## config.mk

```make
export PLATFORM = sky130hd
export DESIGN_NAME = pipe_ctrl_flat
export DESIGN_NICKNAME = d
export VERILOG_FILES = /design/src/rtl/pipe_ctrl_if.sv /design/src/rtl/pipe_ctrl.sv /design/src/flat_wrapper.sv
export SDC_FILE = /design/constraint.sdc
export NUM_CORES = 1
export LEC_CHECK = 0
export ABC_AREA = 1
export ABC_CLOCK_PERIOD_IN_PS = 5200
export CAP_MARGIN = 15
export CORE_AREA = 5 5 129 131
export CTS_CLUSTER_DIAMETER = 80
export DETAILED_ROUTE_END_ITERATION = 8
export DIE_AREA = 0 0 134 136
export SKIP_CTS_REPAIR_TIMING = 1
export SYNTH_ARGS = -nofsm -noshare
export SYNTH_HDL_FRONTEND = slang
export SYNTH_SLANG_ARGS = --single-unit
export TNS_END_PERCENT = 5
```

## constraint.sdc

```tcl
create_clock -name clk -period 5.2 [get_ports clk]
set_input_delay 0.52 -clock clk [delete_from_list [all_inputs] [get_ports clk]]
set_output_delay 0.52 -clock clk [all_outputs]
set_load 0.005 [all_outputs]
```

## src/rtl/pipe_ctrl_if.sv

```systemverilog
// Pipeline control bundle: stage stall requests, decode/EX hazard
// operands, exception flush request and the per-stage hold/clear outputs.
interface pipe_ctrl_if;
  logic        stallreq_if;
  logic        stallreq_id;
  logic        stallreq_ex;
  logic        stallreq_mem;
  logic        id_reg1_read;
  logic        id_reg2_read;
  logic [4:0]  id_reg1_addr;
  logic [4:0]  id_reg2_addr;
  logic        ex_mem_read;
  logic        ex_wreg_write;
  logic [4:0]  ex_wreg_addr;
  logic        flush_req;
  logic [31:0] flush_target;
  logic [5:0]  stall;
  logic        flush;
  logic [31:0] new_pc;

  modport master (
    output stallreq_if, stallreq_id,
    output stallreq_ex, stallreq_mem,
    output id_reg1_read, id_reg2_read,
    output id_reg1_addr, id_reg2_addr,
    output ex_mem_read, ex_wreg_write,
    output ex_wreg_addr,
    output flush_req, flush_target,
    input  stall, flush, new_pc
  );

  modport slave (
    input  stallreq_if, stallreq_id,
    input  stallreq_ex, stallreq_mem,
    input  id_reg1_read, id_reg2_read,
    input  id_reg1_addr, id_reg2_addr,
    input  ex_mem_read, ex_wreg_write,
    input  ex_wreg_addr,
    input  flush_req, flush_target,
    output stall, flush, new_pc
  );
endinterface

```

## src/rtl/pipe_ctrl.sv

```systemverilog
// Pipeline sequencing: stall vector with load-use detection, one-cycle
// exception flush sequencing and saturating stall/load-use counters.
module pipe_ctrl #(
  parameter int STALL_CNT_W = 32,
  parameter int LU_CNT_W    = 16
) (
  input  logic                   clk,
  input  logic                   rst,
  pipe_ctrl_if.slave             pc,
  output logic [STALL_CNT_W-1:0] stall_cycles,
  output logic [LU_CNT_W-1:0]    loaduse_count
);

  typedef enum logic {
    RUN,
    FLUSH
  } state_t;

  localparam logic [STALL_CNT_W-1:0] SC_ONE = 1;
  localparam logic [LU_CNT_W-1:0]    LC_ONE = 1;

  state_t      state;
  state_t      state_nxt;
  logic [31:0] tgt;
  logic [31:0] tgt_nxt;
  logic [5:0]  stall_v;
  logic        lu;
  logic        id_req;
  logic        hit1;
  logic        hit2;
  logic        lu_cnt_en;

  assign hit1 = pc.id_reg1_read &
                (pc.id_reg1_addr == pc.ex_wreg_addr);
  assign hit2 = pc.id_reg2_read &
                (pc.id_reg2_addr == pc.ex_wreg_addr);
  assign lu = pc.ex_mem_read & pc.ex_wreg_write &
              (pc.ex_wreg_addr != 5'd0) & (hit1 | hit2);
  assign id_req = pc.stallreq_id | lu;

  always_comb begin
    state_nxt = state;
    tgt_nxt   = tgt;
    stall_v   = 6'b000000;
    lu_cnt_en = 1'b0;
    case (state)
      RUN: begin
        if (pc.stallreq_mem)
          stall_v = 6'b011111;
        else if (pc.stallreq_ex)
          stall_v = 6'b001111;
        else if (id_req)
          stall_v = 6'b000111;
        else if (pc.stallreq_if)
          stall_v = 6'b000011;
        lu_cnt_en = lu & ~pc.stallreq_ex &
                    ~pc.stallreq_mem;
        // MEM holds flush_req stable while it stalls
        if (pc.flush_req && !pc.stallreq_mem) begin
          tgt_nxt   = pc.flush_target;
          state_nxt = FLUSH;
        end
      end
      FLUSH: state_nxt = RUN;
      default: state_nxt = RUN;
    endcase
  end

  assign pc.stall  = rst ? 6'b000000 : stall_v;
  assign pc.flush  = (state == FLUSH);
  assign pc.new_pc = pc.flush ? tgt : 32'd0;

  always_ff @(posedge clk) begin
    if (rst) begin
      state <= RUN;
      tgt   <= 32'd0;
    end else begin
      state <= state_nxt;
      tgt   <= tgt_nxt;
    end
  end

  always_ff @(posedge clk) begin
    if (rst) begin
      stall_cycles  <= '0;
      loaduse_count <= '0;
    end else begin
      if ((pc.stall != 6'b0) && !(&stall_cycles))
        stall_cycles <= stall_cycles + SC_ONE;
      if (lu_cnt_en && !(&loaduse_count))
        loaduse_count <= loaduse_count + LC_ONE;
    end
  end

endmodule
```

## src/flat_wrapper.sv

```systemverilog
// flat-port wrapper written by rule: the top's interface ports become plain ports
module pipe_ctrl_flat 
#(
  parameter int STALL_CNT_W = 32,
  parameter int LU_CNT_W    = 16
)
  (clk, rst, stall_cycles, loaduse_count, pc_stallreq_if, pc_stallreq_id, pc_stallreq_ex, pc_stallreq_mem, pc_id_reg1_read, pc_id_reg2_read, pc_id_reg1_addr, pc_id_reg2_addr, pc_ex_mem_read, pc_ex_wreg_write, pc_ex_wreg_addr, pc_flush_req, pc_flush_target, pc_stall, pc_flush, pc_new_pc);
  pipe_ctrl_if pc_i ();
  input  logic clk;
  input  logic rst;
  output logic [STALL_CNT_W-1:0] stall_cycles;
  output logic [LU_CNT_W-1:0] loaduse_count;
  input wire logic [$bits(pc_i.stallreq_if)-1:0] pc_stallreq_if;
  input wire logic [$bits(pc_i.stallreq_id)-1:0] pc_stallreq_id;
  input wire logic [$bits(pc_i.stallreq_ex)-1:0] pc_stallreq_ex;
  input wire logic [$bits(pc_i.stallreq_mem)-1:0] pc_stallreq_mem;
  input wire logic [$bits(pc_i.id_reg1_read)-1:0] pc_id_reg1_read;
  input wire logic [$bits(pc_i.id_reg2_read)-1:0] pc_id_reg2_read;
  input wire logic [$bits(pc_i.id_reg1_addr)-1:0] pc_id_reg1_addr;
  input wire logic [$bits(pc_i.id_reg2_addr)-1:0] pc_id_reg2_addr;
  input wire logic [$bits(pc_i.ex_mem_read)-1:0] pc_ex_mem_read;
  input wire logic [$bits(pc_i.ex_wreg_write)-1:0] pc_ex_wreg_write;
  input wire logic [$bits(pc_i.ex_wreg_addr)-1:0] pc_ex_wreg_addr;
  input wire logic [$bits(pc_i.flush_req)-1:0] pc_flush_req;
  input wire logic [$bits(pc_i.flush_target)-1:0] pc_flush_target;
  output wire logic [$bits(pc_i.stall)-1:0] pc_stall;
  output wire logic [$bits(pc_i.flush)-1:0] pc_flush;
  output wire logic [$bits(pc_i.new_pc)-1:0] pc_new_pc;
  assign pc_i.stallreq_if = pc_stallreq_if;
  assign pc_i.stallreq_id = pc_stallreq_id;
  assign pc_i.stallreq_ex = pc_stallreq_ex;
  assign pc_i.stallreq_mem = pc_stallreq_mem;
  assign pc_i.id_reg1_read = pc_id_reg1_read;
  assign pc_i.id_reg2_read = pc_id_reg2_read;
  assign pc_i.id_reg1_addr = pc_id_reg1_addr;
  assign pc_i.id_reg2_addr = pc_id_reg2_addr;
  assign pc_i.ex_mem_read = pc_ex_mem_read;
  assign pc_i.ex_wreg_write = pc_ex_wreg_write;
  assign pc_i.ex_wreg_addr = pc_ex_wreg_addr;
  assign pc_i.flush_req = pc_flush_req;
  assign pc_i.flush_target = pc_flush_target;
  assign pc_stall = pc_i.stall;
  assign pc_flush = pc_i.flush;
  assign pc_new_pc = pc_i.new_pc;
  pipe_ctrl #(.STALL_CNT_W(STALL_CNT_W), .LU_CNT_W(LU_CNT_W)) u_core (.clk(clk), .rst(rst), .pc(pc_i), .stall_cycles(stall_cycles), .loaduse_count(loaduse_count));
endmodule
```

==> results of run 1 <==
cell usage after synthesis:
library cell  number
a21oi_1           38
a31oi_1            1
buf_1              2
buf_2              3
buf_4              2
buf_6              3
clkbuf_1          20
conb_1             1
dfxtp_1           81
ha_1               2
inv_1             88
inv_2              1
nand2_1          186
nand2_2            4
nand3_1           54
nand3b_1           2
nand4_1           10
nand4_2            1
nor2_1           133
nor2_2             2
nor2_4             1
nor3_1            20
nor3_2             1
nor4_1             5
o21ai_0           38
o21bai_1           1
xnor2_1            7
xor2_1            22
cells by family (layout without fill, tap and decap cells):
kind of cell	Yosys count	after routing	synth area share (%)
AOI/OAI and AO/OA	78	78	8.71
xor gates and xnor gates	29	29	5.61
adders and majority gates	2	2	0.553
buffers and inverters	119	253	10.6
DFF	81	81	35.8
other	1	1	0.0828
and+or+nand+nor	419	419	38.6
worst register-to-register path: cells and delay by family (launching register included):
family	cells	cell delay, ns
adders and majority gates	1	0.27
DFF	1	0.46
and+or+nand+nor	9	1.43
AOI/OAI and AO/OA	1	0.15
layout by cell type, fill, tap and decap left out:
master,instances
clkbuf_16,9
nor3_2,1
nor2_4,1
xnor2_1,7
inv_2,1
bufinv_16,1
nor2_2,2
a21oi_1,38
nand4_1,10
nand2_2,4
nand3b_1,2
o21ai_0,38
clkdlybuf4s50_1,143
nand4_2,1
xor2_1,22
nand3_1,54
a31oi_1,1
ha_1,2
dfxtp_1,81
nor3_1,20
nor4_1,5
buf_4,6
nand2_1,186
conb_1,1
clkbuf_8,2
clkinvlp_4,3
nor2_1,133
inv_1,88
o21bai_1,1
report_power, final:
part | switching [mW] | internal [mW]
sequential | 0.0117 | 0.640
clock | 0.256 | 0.395
combinational | 0.0763 | 0.0775
layout make-up:
class                           count  area share, %
Sequential cell                    81           25.3
Clock buffer                       11           3.95
Clock inverter                      4          0.821
Inverter                           89           5.22
Timing Repair Buffer              149           23.1
Tap cell                          192           3.75
Multi-Input combinational cell    529           37.9
flip-flops by register name, summed over array words and instances, names as in the netlist:
register / flops
u_core.pc.flush: 1
u_core.loaduse_count: 16
u_core.stall_cycles: 32
u_core.tgt: 32
final timing paths:
| path | end |
|---|---|
| hold / removal | u_core.tgt[20] |
| setup reg to reg | u_core.stall_cycles[10] |
| hold reg to reg | u_core.tgt[20] |
| setup / recovery | pc_stall[1] |
metrics by stage:
stage                     utilization (%)  hold WS [ns]  cells
after floorplan                         -         0.455    729
after global placement               39.4         0.463   1040
after detailed placement             39.4         0.470   1040
after CTS                            41.4         0.485   1055
after global routing                 41.4         0.501   1055
final                                41.4         0.479   1055
metal layers:
layer	vias to the layer above	global-route usage, %	share of wire (%)
li1	2540	-	-
met5	-	0	0
met3	22	6.18	8.4
met1	2142	17.3	43
met4	0	5.31	2.0
met2	139	25.7	47
==> results.json, run 1 <==
{
  "status": "completed",
  "design_area_sq_um": 6400,
  "min_path_cells": 2,
  "crit_path_end_kind": "output pin",
  "grt_max_degree": 45,
  "period_share_pct": 65.5,
  "antenna_found_initial": 0,
  "max_stage_delay_ns": 0.63,
  "die_h_microns": 136,
  "reg2reg_depth": 11,
  "ys_seq_area_share_pct": 35.8,
  "netlist_area_sq_um": 4530,
  "worst-setup-path-type": "primary input to output pin",
  "setup_ws_ns": 1.80,
  "rsz0062_at_grt": "no",
  "first_pass_iters": 4,
  "setup_tns_ns": 0,
  "port_buffers": 143,
  "routed-via-count": 4843,
  "yosys.area.top_type": "dfxtp_1",
  "syn2layout_area_growth_pct": 41.4,
  "ys_ff_latch": 81,
  "die_w_microns": 134,
  "path_cells": "clkdlybuf4s50_1, inv_1, nand2_1, nand2_1, nor2_1, nand3_1, nand2_1, nand2_1, nand2_1, nand2_1, nand2_2, clkdlybuf4s50_1",
  "hold_viol": 0,
  "cp_common_cell": "nand2_1",
  "core_sq_um": 15500,
  "start_kind": "primary input",
  "ys_warn_count": 0,
  "cts.sinks": 81,
  "powerDensity_nw_per_um2": 228,
  "peakVddDrop_mv": 0.214,
  "critPathBufInv": 3,
  "multiInputGateArea_sq_um": 2420,
  "tritoncts": "done",
  "postRouteAntennaNets": 0,
  "cp_max_fo": 36,
  "die_area_sq_um": 18200,
  "synth_area_leaders": "dfxtp_1 36%, nand2_1 15%, nor2_1 11%, inv_1 7.3%, nand3_1 6.0%",
  "dp_slack_ns": 1.79,
  "dp_hpwl_mm": 10.2,
  "final-max-slew-violation-count": 0,
  "synth_top_area_share_pct": 35.8,
  "cp.arrival_ns": 2.88,
  "power.leakage_nw": 2.67,
  "dpl_cell_area_sq_um": 6100,
  "drive_gt1_share_pct": 3.59,
  "hp-class": "register to register",
  "drc": 0,
  "rrSetupSlack_ns": 2.83,
  "syn_avg_cell_area_sq_um": 6.21,
  "grt_first_pass_wirelength_mm": 22.2,
  "hp-start": "u_core.tgt[20]",
  "synthCells": 729,
  "grt-ovfl-total": 0,
  "slew-limit-headroom_pct": 53.3,
  "finalPower_mw": 1.46,
  "numCtsBuffers": 9,
  "clk_pin_slew_worst_paths_ns": 0.06,
  "gp_congestion": 0.862,
  "grt_pass1_vias": 4545,
  "layout_min_cycle_time_ns": 3.40,
  "fin_skew_ns": 0.00803,
  "fin_nets": 919,
  "vias_per_cell": 4.59,
  "crit_required_ns": 4.68,
  "maxCapViolations": 0,
  "h-tree-depth": 3,
  "cts_root_buf": "clkbuf_16",
  "synthesis.nets": 789,
  "drt_iter0_markers": 277,
  "setup_viol": 0,
  "worstSkewPairLatency_ns": 0.34,
  "crit_path_top_delay_cell": "clkdlybuf4s50_1",
  "tightest_slew_ns": 0.698,
  "start_util_pct": 29.2,
  "crit_family": "buffers and inverters",
  "pin_count": 145,
  "row_count": 46,
  "synth.distinct_cells": 28,
  "wl_per_cell_microns": 13.0,
  "path_depth": 12,
  "antennaDiodeCount": 0,
  "register_area_sq_um": 1620,
  "totalWireLength_mm": 13.7,
  "fmax_mhz": 294,
  "worstReg2RegStart": "u_core.stall_cycles[0]",
  "grt_usage_pct": 15.2,
  "startpoint": "pc_ex_wreg_addr[4]",
  "clk_path_buf_depth": 2,
  "fillCellCount": 1650
}
No activity file was read; power rests on OpenSTA's default activity.
==> run 2, diff against run 1 <==
Settings changed: ABC_CLOCK_PERIOD_IN_PS 5200 to 2800.
Clock period 5.2 ns to 2.8 ns, I/O delays scaled along.
==> run 2 against run 1 <==
  * First-iteration DRC count up 2.2%
  * Setup slack worse by 1.5 ns
  * Sequential power up 86%
  * Hold slack better by 0.0028 ns
  * Via count down 0.12%
  * Critical path type unchanged
  * Critical path depth unchanged
  * Total power up 84%
  * Sequential share of layout area down 0.12 points
  * Combinational power up 87%
  * Largest power group unchanged
  * Non-clock buffer count up 5
==> results.json, run 2 (synthesized netlist as in run 1, its figures left out) <==
{
  "h-tree-depth": 3,
  "worst-setup-path-type": "primary input to output pin",
  "holdWs_ns": 0.482,
  "fmax_mhz": 407,
  "grt_max_degree": 40,
  "routed-via-count": 4837,
  "wl_per_cell_microns": 12.9,
  "start_util_pct": 29.2,
  "fin_skew_ns": 0.00971,
  "hold_viol": 0,
  "use_met1_pct": 18.0,
  "use_met3_pct": 6.59,
  "path_cells": "clkdlybuf4s50_1, inv_1, nand2_1, nand2_1, nor2_1, nand3_1, nand2_1, nand2_1, nand2_1, nand2_1, nand2_2, clkdlybuf4s50_1",
  "final_util_pct": 41.5,
  "rsz0062_at_grt": "no",
  "antennaDiodeCount": 0,
  "grt_pass1_vias": 4505,
  "cts.sinks": 81,
  "tightest_slew_ns": 0.559,
  "pin_count": 145,
  "numCtsBuffers": 9,
  "syn2layout_area_growth_pct": 42.1,
  "totalWireLength_mm": 13.7,
  "die_w_microns": 134,
  "antenna_found_initial": 0,
  "fin_nets": 924,
  "cts_root_buf": "clkbuf_16",
  "layout_common_cells": "186 x nand2_1, 143 x clkdlybuf4s50_1, 133 x nor2_1",
  "dp_hpwl_mm": 10.4,
  "hp-class": "register to register",
  "worstSkewPairLatency_ns": 0.34,
  "busiest_layer": "met2",
  "dp_slack_ns": 0.328,
  "layout_min_cycle_time_ns": 2.46,
  "drc": 0,
  "cp_max_fo": 7,
  "setup_viol": 0,
  "drt_iter0_markers": 283,
  "crit_required_ns": 2.52,
  "row_count": 46,
  "cp.arrival_ns": 2.18,
  "register_area_sq_um": 1620,
  "die_area_sq_um": 18200,
  "setup_tns_ns": 0,
  "crit_path_end_kind": "output pin",
  "drive_gt1_share_pct": 4.14,
  "max_stage_delay_ns": 0.53,
  "layout_commonest_cell": "nand2_1",
  "slew-limit-headroom_pct": 62.6,
  "dp.cells": 1045,
  "status": "completed",
  "clk_pin_slew_worst_paths_ns": 0.06,
  "setup_ws_ns": 0.342,
  "largestRegisters": "u_core.stall_cycles: 32 flops, u_core.tgt: 32 flops, u_core.loaduse_count: 16 flops",
  "grt-ovfl-total": 0,
  "start_kind": "primary input",
  "tritoncts": "done",
  "multiInputGateArea_sq_um": 2420,
  "rrSetupSlack_ns": 0.51,
  "use_met2_pct": 24.3,
  "crit_path_top_delay_cell": "clkdlybuf4s50_1",
  "stdcell_count": 1061,
  "first_pass_iters": 4,
  "grt_first_pass_wirelength_mm": 22.4,
  "cp_common_cell": "nand2_1",
  "final-max-slew-violation-count": 0,
  "clk_path_buf_depth": 2,
  "gp_congestion": 0.919,
  "core_sq_um": 15500,
  "powerDensity_nw_per_um2": 417,
  "peakVddDrop_mv": 0.276,
  "grt_usage_pct": 15.2,
  "postRouteAntennaNets": 0,
  "die_h_microns": 136,
  "maxCapViolations": 0,
  "period_share_pct": 87.8,
  "port_buffers": 143,
  "vias_per_cell": 4.56,
  "fillCellCount": 1621,
  "power.leakage_nw": 2.69
}
[run 2: worst paths after layout]
path                                        startpoint                      end  cells past startpoint
worst max-delay path                pc_ex_wreg_addr[4]              pc_stall[1]                     12
worst min-delay path                     u_core.tgt[0]            u_core.tgt[0]                      2
worst max register to register  u_core.stall_cycles[0]  u_core.stall_cycles[18]                     11
worst min register to register           u_core.tgt[0]            u_core.tgt[0]                      2
[run 2: power breakdown]
part,total (mW),internal (mW),switching [mW]
Combinational,0.288,0.147,0.141
Sequential,1.21,1.19,0.0221
Clock,1.19,0.712,0.474
Total,2.68,2.05,0.637
[run 2: area by class of cell]
cell class	count	share of cell area [%]
clock buffers	11	3.77
well taps	192	3.73
multi-input cells	529	37.7
flip-flops and latches	81	25.2
repair buffers	154	23.5
inverters	89	5.19
clock inverters	5	0.856
[run 2: per-stage QoR]
step / cell area, sq um / total power [mW]
4_1_cts: 6430 / 2.74
2_1_floorplan: 4530 / 1.38
5_1_grt: 6430 / 2.82
3_3_place_gp: 6130 / 1.53
6_report: 6430 / 2.68
3_5_place_dp: 6130 / 1.53
[run 2: worst max-delay path, delay by kind of cell]
kind	cells	cell delay (ns)
AND/OR/NAND/NOR	9	0.80
buffers and inverters	3	1.10
[run 2: per-layer routing]
| metal | routed length [microns] | up-vias | share of wire [%] |
|---|---|---|---|
| met2 | 6340 | 138 | 46 |
| met4 | 212 | 0 | 1.6 |
| met3 | 1160 | 18 | 8.5 |
| met1 | 5940 | 2125 | 44 |
| met5 | 0 | - | 0 |
| li1 | - | 2556 | - |
==> run 3, diff against run 2 <==
--- a/config.mk
+++ b/config.mk
@@ -14,4 +14,5 @@
 export DIE_AREA = 0 0 134 136
 export SKIP_CTS_REPAIR_TIMING = 1
+export SLEW_MARGIN = 15
 export SYNTH_ARGS = -nofsm -noshare
 export SYNTH_HDL_FRONTEND = slang
==> constraint.sdc (replaced) <==
create_clock -name clk -period 2.8 [get_ports clk]
set_input_delay 0.28 -clock clk [delete_from_list [all_inputs] [get_ports clk]]
set_output_delay 0.28 -clock clk [all_outputs]
set_load 0.1 [all_outputs]
==> run 3 against run 2 <==
  * Largest power group is now the clock network
  * Largest cell class unchanged
  * Via count increased by 0.64%
  * Core utilization decreased by 0.51 points
  * Total power increased by 12%
  * Combinational power increased by 49%
  * First-iteration DRC count increased by 24%
  * Setup slack improved by 0.10 ns
==> results.json, run 3 (synthesized netlist as in run 1, its figures left out) <==
{
  "wl_per_cell_microns": 13.2,
  "p_seq_share_pct": 40.4,
  "grt_usage_pct": 15.7,
  "peakVddDrop_mv": 0.264,
  "grt_first_pass_wirelength_mm": 23.2,
  "pin_count": 145,
  "layout_commonest_cell": "nand2_1",
  "maxCapViolations": 0,
  "powerDensity_nw_per_um2": 472,
  "max_stage_delay_ns": 0.51,
  "hold_viol": 0,
  "crit_family": "buffers and inverters",
  "port_buffers": 143,
  "design_area_sq_um": 6350,
  "dp_slack_ns": 0.329,
  "clk_pin_slew_worst_paths_ns": 0.06,
  "dpl_cell_area_sq_um": 6010,
  "status": "completed",
  "period_share_pct": 84.1,
  "drt_iter0_markers": 350,
  "layout_min_cycle_time_ns": 2.35,
  "routed-via-count": 4868,
  "drive_gt1_share_pct": 14.4,
  "totalWireLength_mm": 14.1,
  "setup_ws_ns": 0.446,
  "pwr-share-clk_pct": 45.3,
  "start_util_pct": 29.2,
  "drc": 0,
  "switching_power_uw": 779,
  "antenna_found_initial": 0,
  "cts_root_buf": "clkbuf_16",
  "worstSkewPairLatency_ns": 0.34,
  "cp.arrival_ns": 2.07,
  "crit_path_top_delay_cell": "clkdlybuf4s50_1",
  "grt-ovfl-total": 0,
  "cp_common_cell": "nand2_1",
  "crit_required_ns": 2.52,
  "tritoncts": "done",
  "setup_tns_ns": 0,
  "power.leakage_nw": 2.92,
  "start_kind": "primary input",
  "hp-class": "register to register",
  "intPower_mw": 2.22,
  "fmax_mhz": 425,
  "final-max-slew-violation-count": 0,
  "die_area_sq_um": 18200,
  "fin_skew_ns": 0.00473,
  "syn2layout_area_growth_pct": 40.4,
  "dp_hpwl_mm": 10.7,
  "clk_path_buf_depth": 2,
  "crit_path_end_kind": "output pin",
  "gp_congestion": 0.908,
  "cp_max_fo": 20,
  "h-tree-depth": 3,
  "fin_nets": 926,
  "row_count": 46,
  "critPathBufInv": 4,
  "vias_per_cell": 4.58,
  "die_h_microns": 136,
  "switching_share_pct": 26.0,
  "finalPower_mw": 3.00,
  "layout_common_cells": "186 x nand2_1, 133 x nor2_1, 93 x buf_4",
  "worst-setup-path-type": "primary input to output pin",
  "grt_max_degree": 40,
  "holdWs_ns": 0.482,
  "cts.sinks": 81,
  "numCtsBuffers": 9,
  "die_w_microns": 134,
  "setup_viol": 0,
  "largestRegisters": "u_core.stall_cycles: 32 flops, u_core.tgt: 32 flops, u_core.loaduse_count: 16 flops",
  "power_frac_comb_pct": 14.3,
  "grt_pass1_vias": 4677,
  "rsz0062_at_grt": "no",
  "postRouteAntennaNets": 0,
  "first_pass_iters": 5,
  "path_cells": "clkdlybuf4s50_1, inv_1, nand2_1, nand2_1, nor2_1, nand3_1, nand2_1, nand2_1, nand2_1, nand2_1, nand2_2, buf_4, buf_12",
  "core_sq_um": 15500,
  "antennaDiodeCount": 0
}
[run 3: cell count changes in the layout (fill, tap and decap cells not counted)]
cell	previous run	this run
buf_12	0	6
buf_4	11	93
bufinv_16	1	3
clkbuf_1	1	0
clkbuf_8	1	0
clkdlybuf4s50_1	143	57
clkinv_2	2	1
clkinv_4	0	1
[run 3: worst paths after layout]
check                               from                       to  slack (ns)  cells after the start
setup / recovery      pc_ex_wreg_addr[2]              pc_stall[0]        0.45                     13
hold / removal            u_core.tgt[26]           u_core.tgt[26]        0.48                      2
setup reg to reg  u_core.stall_cycles[0]  u_core.stall_cycles[21]        0.46                     12
hold reg to reg           u_core.tgt[26]           u_core.tgt[26]        0.48                      2
[run 3: through the flow]
stage | cells | utilization (%)
CTS | 1063 | 41.0
floorplan | 729 | -
global route | 1063 | 41.0
finish | 1063 | 41.0
detailed placement | 1047 | 38.8
global placement | 1047 | 38.8
[run 3: worst reg2reg max path: stages, from the launching register on]
cell and delay (ns):
dfxtp_1 0.46, ha_1 0.28, nand2_2 0.11, nor2_4 0.16
nand2_2 0.12, nor2_2 0.10, nand2_1 0.08, nor3_2 0.14
nand4_2 0.14, nand2_2 0.31, buf_12 0.19, nand2_1 0.06
a21oi_1 0.13
[run 3: layout make-up]
| cell class | count | area [sq um] |
|---|---|---|
| inverter | 89 | 334 |
| timing repair buffer | 156 | 1390 |
| clock inverter | 7 | 119 |
| clock buffer | 9 | 225 |
| multi-input combinational | 529 | 2420 |
| fill | 1644 | 9130 |
| tap | 192 | 240 |
| sequential | 81 | 1620 |
[run 3: power by group through the flow]
stage | Combinational (mW) | Sequential, mW | Clock (mW)
6_report | 0.430 | 1.21 | 1.36
5_1_grt | 0.465 | 1.21 | 1.45
4_1_cts | 0.435 | 1.21 | 1.41
3_5_place_dp | 0.434 | 1.24 | 0
3_3_place_gp | 0.434 | 1.24 | 0
2_1_floorplan | 0.242 | 1.26 | 0
[run 3: routing by layer]
layer	global-route usage [%]	share of wire, %	wire, microns
met1	18.3	42	5920
met2	26.8	48	6720
met3	6.22	8.6	1210
met4	4.57	1.6	222
met5	0	0	0
